### config.mk
export PLATFORM = sky130hd
export DESIGN_NAME = instr_encoder
export DESIGN_NICKNAME = d
export VERILOG_FILES = /design/src/rtl/instr_encoder.sv
export SDC_FILE = /design/constraint.sdc
export NUM_CORES = 1
export LEC_CHECK = 0
export BUFFER_PORTS_ARGS = -buffer_cell sky130_fd_sc_hd__clkbuf_2
export CORE_AREA = 3 3 106 108
export CTS_BUF_LIST = sky130_fd_sc_hd__clkbuf_2 sky130_fd_sc_hd__clkbuf_4 sky130_fd_sc_hd__clkbuf_8
export CTS_CLUSTER_SIZE = 14
export DETAILED_ROUTE_END_ITERATION = 6
export DIE_AREA = 0 0 109 111
export PLACE_DENSITY_LB_ADDON = 0.2
export RECOVER_POWER = 25
export SLEW_MARGIN = 30
export SYNTH_ARGS = -nofsm -noshare
export SYNTH_HDL_FRONTEND = slang
export SYNTH_SLANG_ARGS = --single-unit
export TNS_END_PERCENT = 50
### constraint.sdc
create_clock -name clk -period 6.1 [get_ports clk]
set_input_delay 1.525 -clock clk [delete_from_list [all_inputs] [get_ports clk]]
set_output_delay 1.525 -clock clk [all_outputs]
set_load 0.02 [all_outputs]
### src/rtl/instr_encoder.sv
`timescale 1ns/1ps
`default_nettype none
// +------------------------------------------------------------------+
// | instr_encoder: two-stage RV32I instruction word assembler/emitter |
// | rev 1.0                                                          |
// +------------------------------------------------------------------+
module instr_encoder #(
  parameter int          ADDR_WIDTH = 10,
  parameter logic [31:0] BASE_ADDR  = 32'd0
) (
  input  logic                  clk,
  input  logic                  reset,
  input  logic                  restart_i,
  input  logic                  req_valid_i,
  output logic                  req_ready_o,
  input  logic [3:0]            fmt_i,
  input  logic [4:0]            rd_i,
  input  logic [4:0]            rs1_i,
  input  logic [4:0]            rs2_i,
  input  logic [2:0]            funct3_i,
  input  logic [6:0]            funct7_i,
  input  logic [31:0]           imm_i,
  output logic                  wr_valid_o,
  input  logic                  wr_ready_i,
  output logic [ADDR_WIDTH-1:0] wr_addr_o,
  output logic [31:0]           wr_data_o,
  output logic                  err_o,
  output logic [ADDR_WIDTH:0]   count_o
);

  localparam logic [ADDR_WIDTH-1:0] c_BASE = BASE_ADDR[ADDR_WIDTH-1:0];

  localparam logic [3:0] c_FMT_LOAD   = 4'd0;
  localparam logic [3:0] c_FMT_STORE  = 4'd1;
  localparam logic [3:0] c_FMT_RTYPE  = 4'd2;
  localparam logic [3:0] c_FMT_ITYPE  = 4'd3;
  localparam logic [3:0] c_FMT_JAL    = 4'd4;
  localparam logic [3:0] c_FMT_JALR   = 4'd5;
  localparam logic [3:0] c_FMT_BRANCH = 4'd6;
  localparam logic [3:0] c_FMT_LUI    = 4'd7;
  localparam logic [3:0] c_FMT_AUIPC  = 4'd8;
  localparam logic [3:0] c_FMT_SYSTEM = 4'd9;

  localparam logic [6:0] c_OP_LOAD   = 7'b0000011;
  localparam logic [6:0] c_OP_STORE  = 7'b0100011;
  localparam logic [6:0] c_OP_RTYPE  = 7'b0110011;
  localparam logic [6:0] c_OP_ITYPE  = 7'b0010011;
  localparam logic [6:0] c_OP_JAL    = 7'b1101111;
  localparam logic [6:0] c_OP_JALR   = 7'b1100111;
  localparam logic [6:0] c_OP_BRANCH = 7'b1100011;
  localparam logic [6:0] c_OP_LUI    = 7'b0110111;
  localparam logic [6:0] c_OP_AUIPC  = 7'b0010111;
  localparam logic [6:0] c_OP_SYSTEM = 7'b1110011;

  logic                  r_s1_valid, r_s1_legal;
  logic [3:0]            r_s1_fmt;
  logic [4:0]            r_s1_rd, r_s1_rs1, r_s1_rs2;
  logic [2:0]            r_s1_f3;
  logic [6:0]            r_s1_f7;
  logic [31:0]           r_s1_imm;
  logic                  r_s2_valid;
  logic [31:0]           r_s2_data;
  logic [ADDR_WIDTH-1:0] r_s2_addr;
  logic [ADDR_WIDTH-1:0] r_addr;
  logic [ADDR_WIDTH:0]   r_count;
  logic                  r_err;

  logic                  w_req_legal;
  logic                  w_s1_adv;
  logic                  w_accept;
  logic                  w_s2_load;
  logic [31:0]           w_word;

  // Control-flow targets must be halfword aligned; anything past system is undefined.
  assign w_req_legal = (fmt_i <= c_FMT_SYSTEM) &&
                       !(((fmt_i == c_FMT_BRANCH) || (fmt_i == c_FMT_JAL)) && imm_i[0]);
  assign w_s1_adv    = !r_s2_valid || wr_ready_i;
  assign req_ready_o = !restart_i && (!r_s1_valid || w_s1_adv);
  assign w_accept    = req_valid_i && req_ready_o;
  assign w_s2_load   = r_s1_valid && r_s1_legal && w_s1_adv;

  always_comb begin
    w_word = '0;
    case (r_s1_fmt)
      c_FMT_LOAD:   w_word = {r_s1_imm[11:0], r_s1_rs1, r_s1_f3, r_s1_rd, c_OP_LOAD};
      c_FMT_STORE:  w_word = {r_s1_imm[11:5], r_s1_rs2, r_s1_rs1, r_s1_f3, r_s1_imm[4:0], c_OP_STORE};
      c_FMT_RTYPE:  w_word = {r_s1_f7, r_s1_rs2, r_s1_rs1, r_s1_f3, r_s1_rd, c_OP_RTYPE};
      c_FMT_ITYPE: begin
        if ((r_s1_f3 == 3'b001) || (r_s1_f3 == 3'b101))
          w_word = {r_s1_f7, r_s1_imm[4:0], r_s1_rs1, r_s1_f3, r_s1_rd, c_OP_ITYPE};
        else
          w_word = {r_s1_imm[11:0], r_s1_rs1, r_s1_f3, r_s1_rd, c_OP_ITYPE};
      end
      c_FMT_JAL:    w_word = {r_s1_imm[20], r_s1_imm[10:1], r_s1_imm[11], r_s1_imm[19:12],
                              r_s1_rd, c_OP_JAL};
      c_FMT_JALR:   w_word = {r_s1_imm[11:0], r_s1_rs1, r_s1_f3, r_s1_rd, c_OP_JALR};
      c_FMT_BRANCH: w_word = {r_s1_imm[12], r_s1_imm[10:5], r_s1_rs2, r_s1_rs1, r_s1_f3,
                              r_s1_imm[4:1], r_s1_imm[11], c_OP_BRANCH};
      c_FMT_LUI:    w_word = {r_s1_imm[31:12], r_s1_rd, c_OP_LUI};
      c_FMT_AUIPC:  w_word = {r_s1_imm[31:12], r_s1_rd, c_OP_AUIPC};
      c_FMT_SYSTEM: w_word = {r_s1_imm[11:0], r_s1_rs1, r_s1_f3, r_s1_rd, c_OP_SYSTEM};
      default:      w_word = '0;
    endcase
  end

  always_ff @(posedge clk or posedge reset) begin
    if (reset) begin
      r_s1_valid <= 1'b0;
      r_s1_legal <= 1'b0;
      r_s1_fmt   <= '0;
      r_s1_rd    <= '0;
      r_s1_rs1   <= '0;
      r_s1_rs2   <= '0;
      r_s1_f3    <= '0;
      r_s1_f7    <= '0;
      r_s1_imm   <= '0;
    end else if (restart_i) begin
      r_s1_valid <= 1'b0;
    end else if (req_ready_o) begin
      r_s1_valid <= req_valid_i;
      if (w_accept) begin
        r_s1_legal <= w_req_legal;
        r_s1_fmt   <= fmt_i;
        r_s1_rd    <= rd_i;
        r_s1_rs1   <= rs1_i;
        r_s1_rs2   <= rs2_i;
        r_s1_f3    <= funct3_i;
        r_s1_f7    <= funct7_i;
        r_s1_imm   <= imm_i;
      end
    end
  end

  always_ff @(posedge clk or posedge reset) begin
    if (reset) begin
      r_s2_valid <= 1'b0;
      r_s2_data  <= '0;
      r_s2_addr  <= c_BASE;
      r_addr     <= c_BASE;
      r_count    <= '0;
      r_err      <= 1'b0;
    end else if (restart_i) begin
      r_s2_valid <= 1'b0;
      r_addr     <= c_BASE;
      r_count    <= '0;
      r_err      <= 1'b0;
    end else begin
      if (w_s2_load) begin
        r_s2_valid <= 1'b1;
        r_s2_data  <= w_word;
        r_s2_addr  <= r_addr;
        r_addr     <= r_addr + ADDR_WIDTH'(1);
      end else if (wr_ready_i) begin
        r_s2_valid <= 1'b0;
      end
      if (r_s2_valid && wr_ready_i)
        r_count <= r_count + (ADDR_WIDTH+1)'(1);
      if (r_s1_valid && !r_s1_legal && w_s1_adv)
        r_err <= 1'b1;
    end
  end

  assign wr_valid_o = r_s2_valid;
  assign wr_data_o  = r_s2_data;
  assign wr_addr_o  = r_s2_addr;
  assign err_o      = r_err;
  assign count_o    = r_count;

endmodule
`default_nettype wire

==> qor.yml, run 1 <==
status:
  status: "complete, but fails checks"
  violations: "capacitance limit, slew limit"
synthesis:
  synth-simple-area-share: 0.1262
  ys_async_sr_fraction: 1.000
  syn_avg_cell_area_sq_um: 11.03
  synthAdderAreaFrac: 0.004329
  post_synth_num_cell_types: 50
  synth_top_area_frac: 0.5498
  post_synth_xor_area_fraction: 0.02879
  syn_nets: 592
  synthTopCellsByArea: "dfrtp_1 55%, mux2_2 12%, nand2_1 4.1%"
  post-synth-top-area-cell: "dfrtp_1"
  synth_compound_area_frac: 0.1327
  syn-cell-area_sq_um: 5781
  synth_mux_area_frac: 0.1206
  yosysMostFrequentCell: "dfrtp_1"
  synth_edf_count: 0
  synth_warnings: 0
  synthTopCellsByCount: "127 x dfrtp_1, 63 x nand2_1, 61 x mux2_2, 44 x nor2_1, 26 x o21ai_0"
  ys_ff_latch: 127
  postSynthCellCount: 524
  synth_top_family_by_area: "compound AO/OA/AOI/OAI gates"
  ys.flop_type: "dfrtp_1"
  yosysSeqAreaShare: 0.5498
clock_network:
  cts_resized: 0
  clkTransAtPathRegs_ns: 0.06
  cts_tree: "built"
  clk_latency_ns: 0.41
  postCtsSetupBuffers: 0
  clockBufferDepth: 2
  cts_buffers: 17
  root_buffer: "clkbuf_8"
  cts_sinks: 127
  htreeDepth: 4
  holdBufCountCts: 0
timing:
  hold_viol_final: 0
  tightest_slew_ns: 3.032
  finClkSkew_ns: 0.007758
  report.final.slew_viol_count: 72
  max_freq_mhz: 233.4
  slew_headroom: -1.033
  rsz0062_at_grt: "no"
  min_period_over_period: 0.7023
  setup-violations-final: 0
  fin_crit_ns: 4.284
  setup_tns_ns: 0
pwr:
  pwr-share-clk: 0.292
  p_seq_frac: 0.485
  p_comb_frac: 0.223
  power_uw: 2305
  power_switching_uw: 718.0
  power.internal_uw: 1587
  p_per_area_nw_per_um2: 339.9
  power.leakage_uw: 0.003255
  sw_frac_of_total: 0.3115
  ir_worst_vdd_v: 0.0001752
min_path:
  min_path_type: "flop to flop"
  worst_hold_startpoint: "wr_data_o[6]$_DFFE_PP0P_"
  hold_depth: 2
  hold_end: "wr_data_o[6]$_DFFE_PP0P_"
die:
  start_util: 0.5599
  core-area_sq_um: 10320
  rows: 37
  dieArea_sq_um: 12100
  die_h_um: 111
  die_w_um: 109
  boundaryPins: 122
detailed_routing:
  detail_route.iter0.violations: 377
  ant_nets: 0
  vias: 4440
  drt-pass1-iter-count: 5
  drc: 0
  wl_mm: 13.19
  avgViaCountPerCell: 5.692
  wire_per_inst_um: 16.91
placed_design:
  place.detailed.hpwl_mm: 9.186
  placed_cells: 752
  place_congestion: 0.8211
  place_area_sq_um: 6421
  portBuffers: 121
worst_setup_path:
  endpoint_kind: "primary output"
  r2r-start: "wr_valid_o$_DFFE_PP0P_"
  crit_fanout: 27
  path_cells: "clkbuf_1 > a21oi_2 > clkbuf_2"
  regToRegSetupSlack_ns: 3.26
  rr_endpoint: "r_s1_f7[1]$_DFFE_PP0P_"
  slowest_delay_ns: 0.91
  crit_required_ns: 4.58
  arrival_ns: 2.76
  crit_path_top_delay_cell: "clkbuf_1"
  cp-start-kind: "input port"
  rr_worst_depth: 5
  critPathKind: "input port to primary output"
cells_and_area:
  drive_gt1_frac: 0.3463
  nets: 703
  syn2layout_area_growth_pct: 17.32
  finalCoreUtilization: 0.6569
  final_area_sq_um: 6782
  diodes: 0
  fin_cells: 780
global_route:
  grt_pass1_vias: 4480
  grt_max_degree: 72
  grt_overflow_total: 0
  antenna_found_initial: 0
  grt_pass1_wl_mm: 22.25
  grtUsageTotal: 0.2329
run:
  drv_cap: 1
## sequential cells by signal, indices dropped and copies added (netlist names)
name,cells
r_s1_imm,32
r_addr,10
wr_addr_o,10
wr_valid_o,1
r_s1_rs1,5
r_s1_legal,1
r_s1_f3,3
wr_data_o,31
r_s1_rd,5
r_s1_f7,7
count_o,11
r_s1_rs2,5
r_s1_fmt,4
err_o,1
r_s1_valid,1
## worst max path at each step
stage / cells after the start / end / slack [ns] / startpoint
2_1_floorplan: 1 / count_o[0]$_DFFE_PP0P_ / 1.19 / reset
3_3_place_gp: 4 / req_ready_o / 2.14 / wr_ready_i
3_5_place_dp: 4 / req_ready_o / 2.10 / wr_ready_i
4_1_cts: 4 / req_ready_o / 2.07 / wr_ready_i
6_report: 3 / req_ready_o / 1.82 / restart_i
5_1_grt: 3 / req_ready_o / 1.73 / restart_i
## final cells by class
class	count	area, sq um
fillers	854	3542
flip-flops and latches	127	3179
multi-input cells	352	2394
repair buffers	124	626.9
clock buffers	20	269.0
well taps	136	170.2
clock inverters	8	92.59
inverters	13	50.05
## cell usage in the layout, fill, tap and decap left out, types with 3 or more instances in the layout
cell	n
nor2_1	44
dfrtp_1	126
mux2_2	61
xor2_1	12
clkbuf_2	120
o21ai_0	26
a222oi_1	8
buf_4	3
xnor2_1	7
a22o_1	5
nor3_1	6
a221oi_1	10
nor2b_1	4
o2bb2ai_1	6
o21a_1	3
clkbuf_8	19
nand2b_1	7
nand3_1	10
a22oi_1	7
nand2_1	62
nand4_1	6
a31oi_1	5
and3_1	7
o22a_1	5
clkinv_2	5
inv_1	12
a21oi_1	21
## cells by family after synthesis
| group | Yosys count |
|---|---|
| xor gates and xnor gates | 19 |
| DFF | 127 |
| buffers and inverters | 45 |
| AOI/OAI and AO/OA | 109 |
| adders and majority gates | 2 |
| and+or+nand+nor | 160 |
| muxes | 62 |
## layer usage
metal,track usage,wire (um)
met3,0.06639,877
met2,0.3575,6306
met4,0.07239,226
met5,0,0
met1,0.3200,5779
## worst max-delay path, delay by kind of cell
| family | cells | cell delay, ns |
|---|---|---|
| buffers and inverters | 2 | 1.13 |
| AO/OA/AOI/OAI | 1 | 0.10 |
## power by group through the flow
| stage | Sequential, uW | Clock [uW] | Combinational (uW) |
|---|---|---|---|
| 6_report | 1120 | 673 | 514 |
| 3_3_place_gp | 1120 | 0 | 506 |
| 3_5_place_dp | 1130 | 0 | 517 |
| 2_1_floorplan | 1170 | 0 | 292 |
| 4_1_cts | 1110 | 688 | 520 |
| 5_1_grt | 1140 | 732 | 570 |
## metrics by stage
stage               hold WS, ns  setup WS (ns)
global route             0.4968          1.729
global placement         0.4531          2.140
CTS                      0.4749          2.074
floorplan                0.4504          1.191
detailed placement       0.4600          2.103
finish                   0.4674          1.816
Note: power is estimated with default switching activity, not from simulation.
==> run 2, diff against run 1 <==
--- a/config.mk
+++ b/config.mk
@@ -6,11 +6,11 @@
 export NUM_CORES = 1
 export LEC_CHECK = 0
 export BUFFER_PORTS_ARGS = -buffer_cell sky130_fd_sc_hd__clkbuf_2
-export CORE_AREA = 3 3 106 108
+export CORE_AREA = 3 3 111 113
 export CTS_BUF_LIST = sky130_fd_sc_hd__clkbuf_2 sky130_fd_sc_hd__clkbuf_4 sky130_fd_sc_hd__clkbuf_8
 export CTS_CLUSTER_SIZE = 14
 export DETAILED_ROUTE_END_ITERATION = 6
-export DIE_AREA = 0 0 109 111
+export DIE_AREA = 0 0 114 116
 export PLACE_DENSITY_LB_ADDON = 0.2
 export RECOVER_POWER = 25
 export SLEW_MARGIN = 30
==> constraint.sdc (replaced) <==
create_clock -name clk -period 3.75 [get_ports clk]
set_input_delay 0.9375 -clock clk [delete_from_list [all_inputs] [get_ports clk]]
set_output_delay 0.9375 -clock clk [all_outputs]
set_load 0.02 [all_outputs]
==> run 2 against run 1 <==
The run still ends with capacitance limit, slew limit left; critical path depth up 1; global-route usage down 2.5 points; critical endpoint unchanged; utilization down 5.8 points; largest power group unchanged; sequential power up 63%.
==> qor.yml, run 2 (synthesized netlist as in run 1, its figures left out) <==
status:
  status: "complete, but fails checks"
  violations: "capacitance limit, slew limit"
timing:
  setup-violations-final: 0  # unchanged
  fin_crit_ns: 2.803
  tightest_slew_ns: 1.659  # -1.374 ns
  finClkSkew_ns: 0.01043  # +0.002677 ns
  rsz0062_at_grt: "no"
  max_freq_mhz: 356.8
  report.final.slew_viol_count: 128  # +78%
  min_period_over_period: 0.7474
  setup_tns_ns: 0  # unchanged
  slew_headroom: -0.1057  # +0.9268
  hold_viol_final: 0  # unchanged
detailed_routing:
  wire_per_inst_um: 16.45  # -2.7%
  drt-pass1-iter-count: 5  # unchanged
  vias: 4358  # -1.8%
  drc: 0  # unchanged
  avgViaCountPerCell: 5.509  # -3.2%
  detail_route.iter0.violations: 319  # -15%
  ant_nets: 0  # unchanged
  wl_mm: 13.01  # -1.3%
clock_network:
  cts_sinks: 127  # unchanged
  htreeDepth: 4  # unchanged
  holdBufCountCts: 0  # unchanged
  root_buffer: "clkbuf_8"
  cts_resized: 0  # unchanged
  clk_latency_ns: 0.44  # +0.03 ns
  cts_tree: "built"
  clockBufferDepth: 2  # unchanged
  postCtsSetupBuffers: 0  # unchanged
  clkTransAtPathRegs_ns: 0.07  # about the same
  cts_buffers: 17  # unchanged
cells_and_area:
  final_cell_mix: "126 x dfrtp_1, 120 x clkbuf_2, 62 x nand2_1, 61 x mux2_2, 44 x nor2_1"
  largest_register_ffs: 32  # unchanged
  syn2layout_area_growth_pct: 18.29
  multi_input_area_sq_um: 2394  # unchanged
  fill_cells: 964  # +13%
  regMostFlops: "r_s1_imm"
  diodes: 0  # unchanged
  final_area_sq_um: 6838  # +0.83%
  regArea_sq_um: 3179  # unchanged
  fin_cells: 791  # +1.4%
  drive_gt1_frac: 0.3503  # +0.004035
  nets: 705  # +0.28%
  final_common_cell: "dfrtp_1"
  finalCoreUtilization: 0.5988  # -0.05805
worst_setup_path:
  arrival_ns: 1.87  # -0.89 ns
  crit_fanout: 7  # -74%
  crit_path_top_delay_cell: "nor2b_1"
  cp-start-kind: "input port"
  crit_path_frequent_cell: "clkbuf_2"
  r2r-start: "r_s1_fmt[2]$_DFFE_PP0P_"
  path_cells: "clkbuf_2 > nor2b_1 > a21oi_2 > clkbuf_2"
  critPathKind: "input port to primary output"
  endpoint_kind: "primary output"
  crit_required_ns: 2.81  # -1.77 ns
  critPathLaunch: "wr_ready_i"
  slowest_delay_ns: 0.47  # -0.44 ns
pwr:
  power_switching_uw: 1186  # +65%
  ir_worst_vdd_v: 0.0003150  # +80%
  power.leakage_uw: 0.003280  # +0.78%
  p_per_area_nw_per_um2: 555.8  # +64%
  pwr-share-clk: 0.300  # +0.008
  sw_frac_of_total: 0.3122  # +0.0006878
  power.internal_uw: 2614  # +65%
  p_seq_frac: 0.479  # -0.006
  power_uw: 3801  # +65%
  p_comb_frac: 0.221  # -0.002
die:
  die_w_um: 114  # +4.6%
  dieArea_sq_um: 13220  # +9.3%
  boundaryPins: 122  # unchanged
  die_h_um: 116  # +4.5%
  core-area_sq_um: 11420  # +11%
  start_util: 0.5062  # -0.05369
  rows: 39  # +5.4%
placed_design:
  place.detailed.hpwl_mm: 8.956  # -2.5%
  portBuffers: 121  # unchanged
  place_area_sq_um: 6471  # +0.78%
  place_congestion: 0.8498  # +3.5%
  placed_cells: 761  # +1.2%
global_route:
  grt_max_degree: 128  # +78%
  grt_overflow_total: 0  # unchanged
  antenna_found_initial: 0  # unchanged
  grt_pass1_wl_mm: 21.47  # -3.5%
  grt_pass1_vias: 4353  # -2.8%
  grtUsageTotal: 0.2084  # -0.02454
min_path:
  worst_hold_startpoint: "r_s1_imm[9]$_DFFE_PP0P_"
  min_path_type: "flop to flop"
run:
  drv_cap: 1  # unchanged
-- run 2: metrics by stage --
step | worst slack, ns | hold slack [ns]
6_report | 0.9471 | 0.4681
3_5_place_dp | 0.8994 | 0.4623
5_1_grt | 0.8559 | 0.5042
2_1_floorplan | 1.245 | 0.4504
3_3_place_gp | 0.9531 | 0.4577
4_1_cts | 0.9414 | 0.4735
-- run 2: worst paths after layout --
check	to	slack, ns	cells after the start
setup / recovery	req_ready_o	0.95	4
hold / removal	wr_data_o[29]$_DFFE_PP0P_	0.47	1
setup reg to reg	wr_data_o[30]$_DFFE_PP0P_	1.44	5
hold reg to reg	wr_data_o[29]$_DFFE_PP0P_	0.47	1
max in group asynchronous	r_s1_fmt[3]$_DFFE_PP0P_	1.57	3
min in group asynchronous	wr_data_o[20]$_DFFE_PP0P_	1.10	3
-- run 2: routing by layer --
layer / global-route usage / share of wire / vias up / wire, um
met3: 0.07102 / 0.066 / 21 / 860
met1: 0.2815 / 0.45 / 2112 / 5800
met2: 0.3099 / 0.47 / 136 / 6104
li1: - / - / 2089 / -
met5: 0 / 0 / - / 0
met4: 0.08551 / 0.019 / 0 / 246
-- run 2: area by class of cell --
class	count	share of cell area
flip-flops and latches	127	0.4650
clock buffers	23	0.04263
well taps	143	0.02617
multi-input cells	352	0.3500
clock inverters	7	0.01281
inverters	13	0.007685
repair buffers	126	0.09570
-- run 2: power by group through the flow --
stage / combinational [uW] / sequential, uW / clock [uW]
floorplan: 476 / 1910 / 0
global placement: 830 / 1830 / 0
detailed placement: 855 / 1840 / 0
CTS: 855 / 1820 / 1170
global route: 938 / 1850 / 1240
finish: 841 / 1820 / 1140
-- run 2: critical path: cells and delay by family --
family	cells	cell delay, ns
and+or+nand+nor	1	0.47
AOI/OAI and AO/OA	1	0.15
buffers and inverters	2	0.30
==> run 3, diff against run 2 <==
--- a/config.mk
+++ b/config.mk
@@ -6,11 +6,11 @@
 export NUM_CORES = 1
 export LEC_CHECK = 0
 export BUFFER_PORTS_ARGS = -buffer_cell sky130_fd_sc_hd__clkbuf_2
-export CORE_AREA = 3 3 111 113
+export CORE_AREA = 3 3 106 108
 export CTS_BUF_LIST = sky130_fd_sc_hd__clkbuf_2 sky130_fd_sc_hd__clkbuf_4 sky130_fd_sc_hd__clkbuf_8
 export CTS_CLUSTER_SIZE = 14
 export DETAILED_ROUTE_END_ITERATION = 6
-export DIE_AREA = 0 0 114 116
+export DIE_AREA = 0 0 109 111
 export PLACE_DENSITY_LB_ADDON = 0.2
 export RECOVER_POWER = 25
 export SLEW_MARGIN = 30
==> constraint.sdc (replaced) <==
create_clock -name clk -period 2.81 [get_ports clk]
set_input_delay 0.7025 -clock clk [delete_from_list [all_inputs] [get_ports clk]]
set_output_delay 0.7025 -clock clk [all_outputs]
set_load 0.02 [all_outputs]
==> run 3 against run 2 <==
The run still ends with capacitance limit, slew limit left; clock power rose by 68%; setup slack got worse by 0.40 ns; design area rose by 2.4%; via count rose by 3.0%; total power rose by 45%; die area fell by 8.5%; sequential power rose by 31%; combinational power rose by 41%; hold slack improved by 0.0081 ns; largest cell class unchanged; non-clock buffer count rose by 8; critical endpoint unchanged; count of clock-buffer cells in the layout fell by 1; cell count rose by 0.38%; highest routed layer unchanged.
==> qor.yml, run 3 (synthesized netlist as in run 1, its figures left out) <==
global_route:
  grt_pass1_wl_mm: 21.98  # +2.4%
  grt_pass1_vias: 4475  # +2.8%
  antenna_found_initial: 0  # unchanged
  grtUsageTotal: 0.2341  # +0.02573
  grt_max_degree: 128  # unchanged
  grt_overflow_total: 0  # unchanged
die:
  dieArea_sq_um: 12100  # -8.5%
  die_h_um: 111  # -4.3%
  core-area_sq_um: 10320  # -9.6%
  start_util: 0.5599  # +0.05369
  boundaryPins: 122  # unchanged
  rows: 37  # -5.1%
  die_w_um: 109  # -4.4%
run:
  drv_cap: 1  # unchanged
clock_network:
  clk_latency_ns: 0.43  # about the same
  cts_tree: "built"
  root_buffer: "clkbuf_8"
  cts_resized: 0  # unchanged
  cts_sinks: 127  # unchanged
  postCtsSetupBuffers: 0  # unchanged
  holdBufCountCts: 0  # unchanged
  clkTransAtPathRegs_ns: 0.07  # about the same
  clockBufferDepth: 2  # unchanged
  htreeDepth: 4  # unchanged
  cts_buffers: 17  # unchanged
detailed_routing:
  drt-pass1-iter-count: 4  # -1
  wire_per_inst_um: 16.86  # +2.5%
  ant_nets: 0  # unchanged
  detail_route.iter0.violations: 340  # +6.6%
  avgViaCountPerCell: 5.655  # +2.6%
  wl_mm: 13.39  # +2.9%
  vias: 4490  # +3.0%
  drc: 0  # unchanged
status:
  violations: "capacitance limit, slew limit"
  status: "complete, but fails checks"
worst_setup_path:
  critPathKind: "flop to primary output"
  path_cells: "nor2b_1 > a21oi_2 > clkbuf_2"
  crit_required_ns: 2.11  # -0.70 ns
  r2r-start: "r_s1_fmt[3]$_DFFE_PP0P_"
  path_buf_inv: 1  # -1
  arrival_ns: 1.56  # -0.31 ns
  crit_path_top_delay_cell: "dfrtp_1"
  cp-start-kind: "flop"
  endpoint_kind: "primary output"
  slowest_delay_ns: 0.46  # about the same
  critPathLaunch: "wr_valid_o$_DFFE_PP0P_"
  path_delay_family: "flip-flops"
  crit_fanout: 7  # unchanged
timing:
  setup_tns_ns: 0  # unchanged
  hold_viol_final: 0  # unchanged
  report.final.slew_viol_count: 128  # unchanged
  slew_headroom: -0.1145  # -0.008800
  finClkSkew_ns: 0.009072  # -0.001363 ns
  tightest_slew_ns: 1.672  # +0.01320 ns
  whs_ns: 0.4762  # +0.008070 ns
  setup-violations-final: 0  # unchanged
  min_period_over_period: 0.8039
  rsz0062_at_grt: "no"
  max_freq_mhz: 442.7
  fin_crit_ns: 2.259
min_path:
  min_path_type: "flop to flop"
  worst_hold_startpoint: "wr_addr_o[9]$_DFFE_PP0P_"
cells_and_area:
  final_cell_mix: "127 x dfrtp_1, 119 x clkbuf_2, 62 x nand2_1, 61 x mux2_2, 44 x nor2_1"
  drive_gt1_frac: 0.3571  # +0.006834
  syn2layout_area_growth_pct: 21.08
  fill_cells: 846  # -12%
  diodes: 0  # unchanged
  regMostFlops: "r_s1_imm"
  nets: 713  # +1.1%
  final_common_cell: "dfrtp_1"
  largest_register_ffs: 32  # unchanged
placed_design:
  place_congestion: 0.8471  # -0.32%
  place.detailed.hpwl_mm: 9.380  # +4.7%
  portBuffers: 121  # unchanged
pwr:
  ir_worst_vdd_v: 0.0004692  # +49%
  p_per_area_nw_per_um2: 785.7  # +41%
  power.leakage_uw: 0.003357  # +2.3%
==> run 3: cell types whose count changed in the layout (fill, tap and decap cells not counted) <==
cell,change
dfrtp_2,-1
clkbuf_1,+1
clkbuf_4,-1
clkinvlp_4,+2
buf_4,+8
clkinv_2,-3
dfrtp_1,+1
clkbuf_2,-1
bufinv_16,+4
==> run 3: worst register-to-register path, cell delays in order (launching register included) <==
cell and delay, ns:
dfrtp_1 0.72, nand2b_1 0.27, nor2_1 0.09, or2_2 0.38, a221oi_1 0.40, o2bb2ai_1 0.14
==> run 3: stage by stage <==
stage / setup WS, ns / cells / utilization / area, sq um / power (uW)
4_1_cts: 0.5772 / 794 / 0.6794 / 7014 / 5527
2_1_floorplan: 0.5402 / 524 / - / 5784 / 3182
6_report: 0.5511 / 794 / 0.6780 / 6999 / 5500
3_3_place_gp: 0.4592 / 762 / 0.6318 / 6523 / 3566
3_5_place_dp: 0.4391 / 762 / 0.6318 / 6523 / 3610
5_1_grt: 0.4392 / 794 / 0.6780 / 6999 / 5767
==> run 3: layer usage <==
metal,track usage,vias up,part of all wire,routed length [um]
met2,0.3776,148,0.50,6714
met3,0.07863,24,0.070,935
li1,-,2110,-,-
met1,0.2917,2208,0.41,5485
met4,0.08333,0,0.019,250
met5,0,-,0,0
==> run 3: final cells by class <==
type / count / area [sq um] / share of cell area
Sequential cell: 127 / 3178 / 0.4541
Clock buffer: 22 / 284.0 / 0.04058
Clock inverter: 10 / 207.7 / 0.02967
Multi-Input combinational cell: 352 / 2394 / 0.3420
Tap cell: 136 / 170.2 / 0.02431
Inverter: 13 / 52.55 / 0.007508
Timing Repair Buffer: 134 / 713.2 / 0.1019
==> run 3: worst paths after layout <==
path | end | slack [ns] | depth (start not counted)
min | wr_addr_o[9]$_DFFE_PP0P_ | 0.48 | 2
max | req_ready_o | 0.55 | 3
min reg2reg | wr_addr_o[9]$_DFFE_PP0P_ | 0.48 | 2
max reg2reg | wr_data_o[29]$_DFFE_PP0P_ | 0.68 | 5
max in group asynchronous | r_s1_f7[6]$_DFFE_PP0P_ | 0.89 | 3
min in group asynchronous | wr_addr_o[5]$_DFFE_PP0P_ | 0.89 | 3
==> run 3: report_power, final <==
group          leakage (uW)  internal [uW]  switching (uW)
Combinational       0.00153            507             687
Clock              0.000240           1220             701
Sequential          0.00158           2140             243
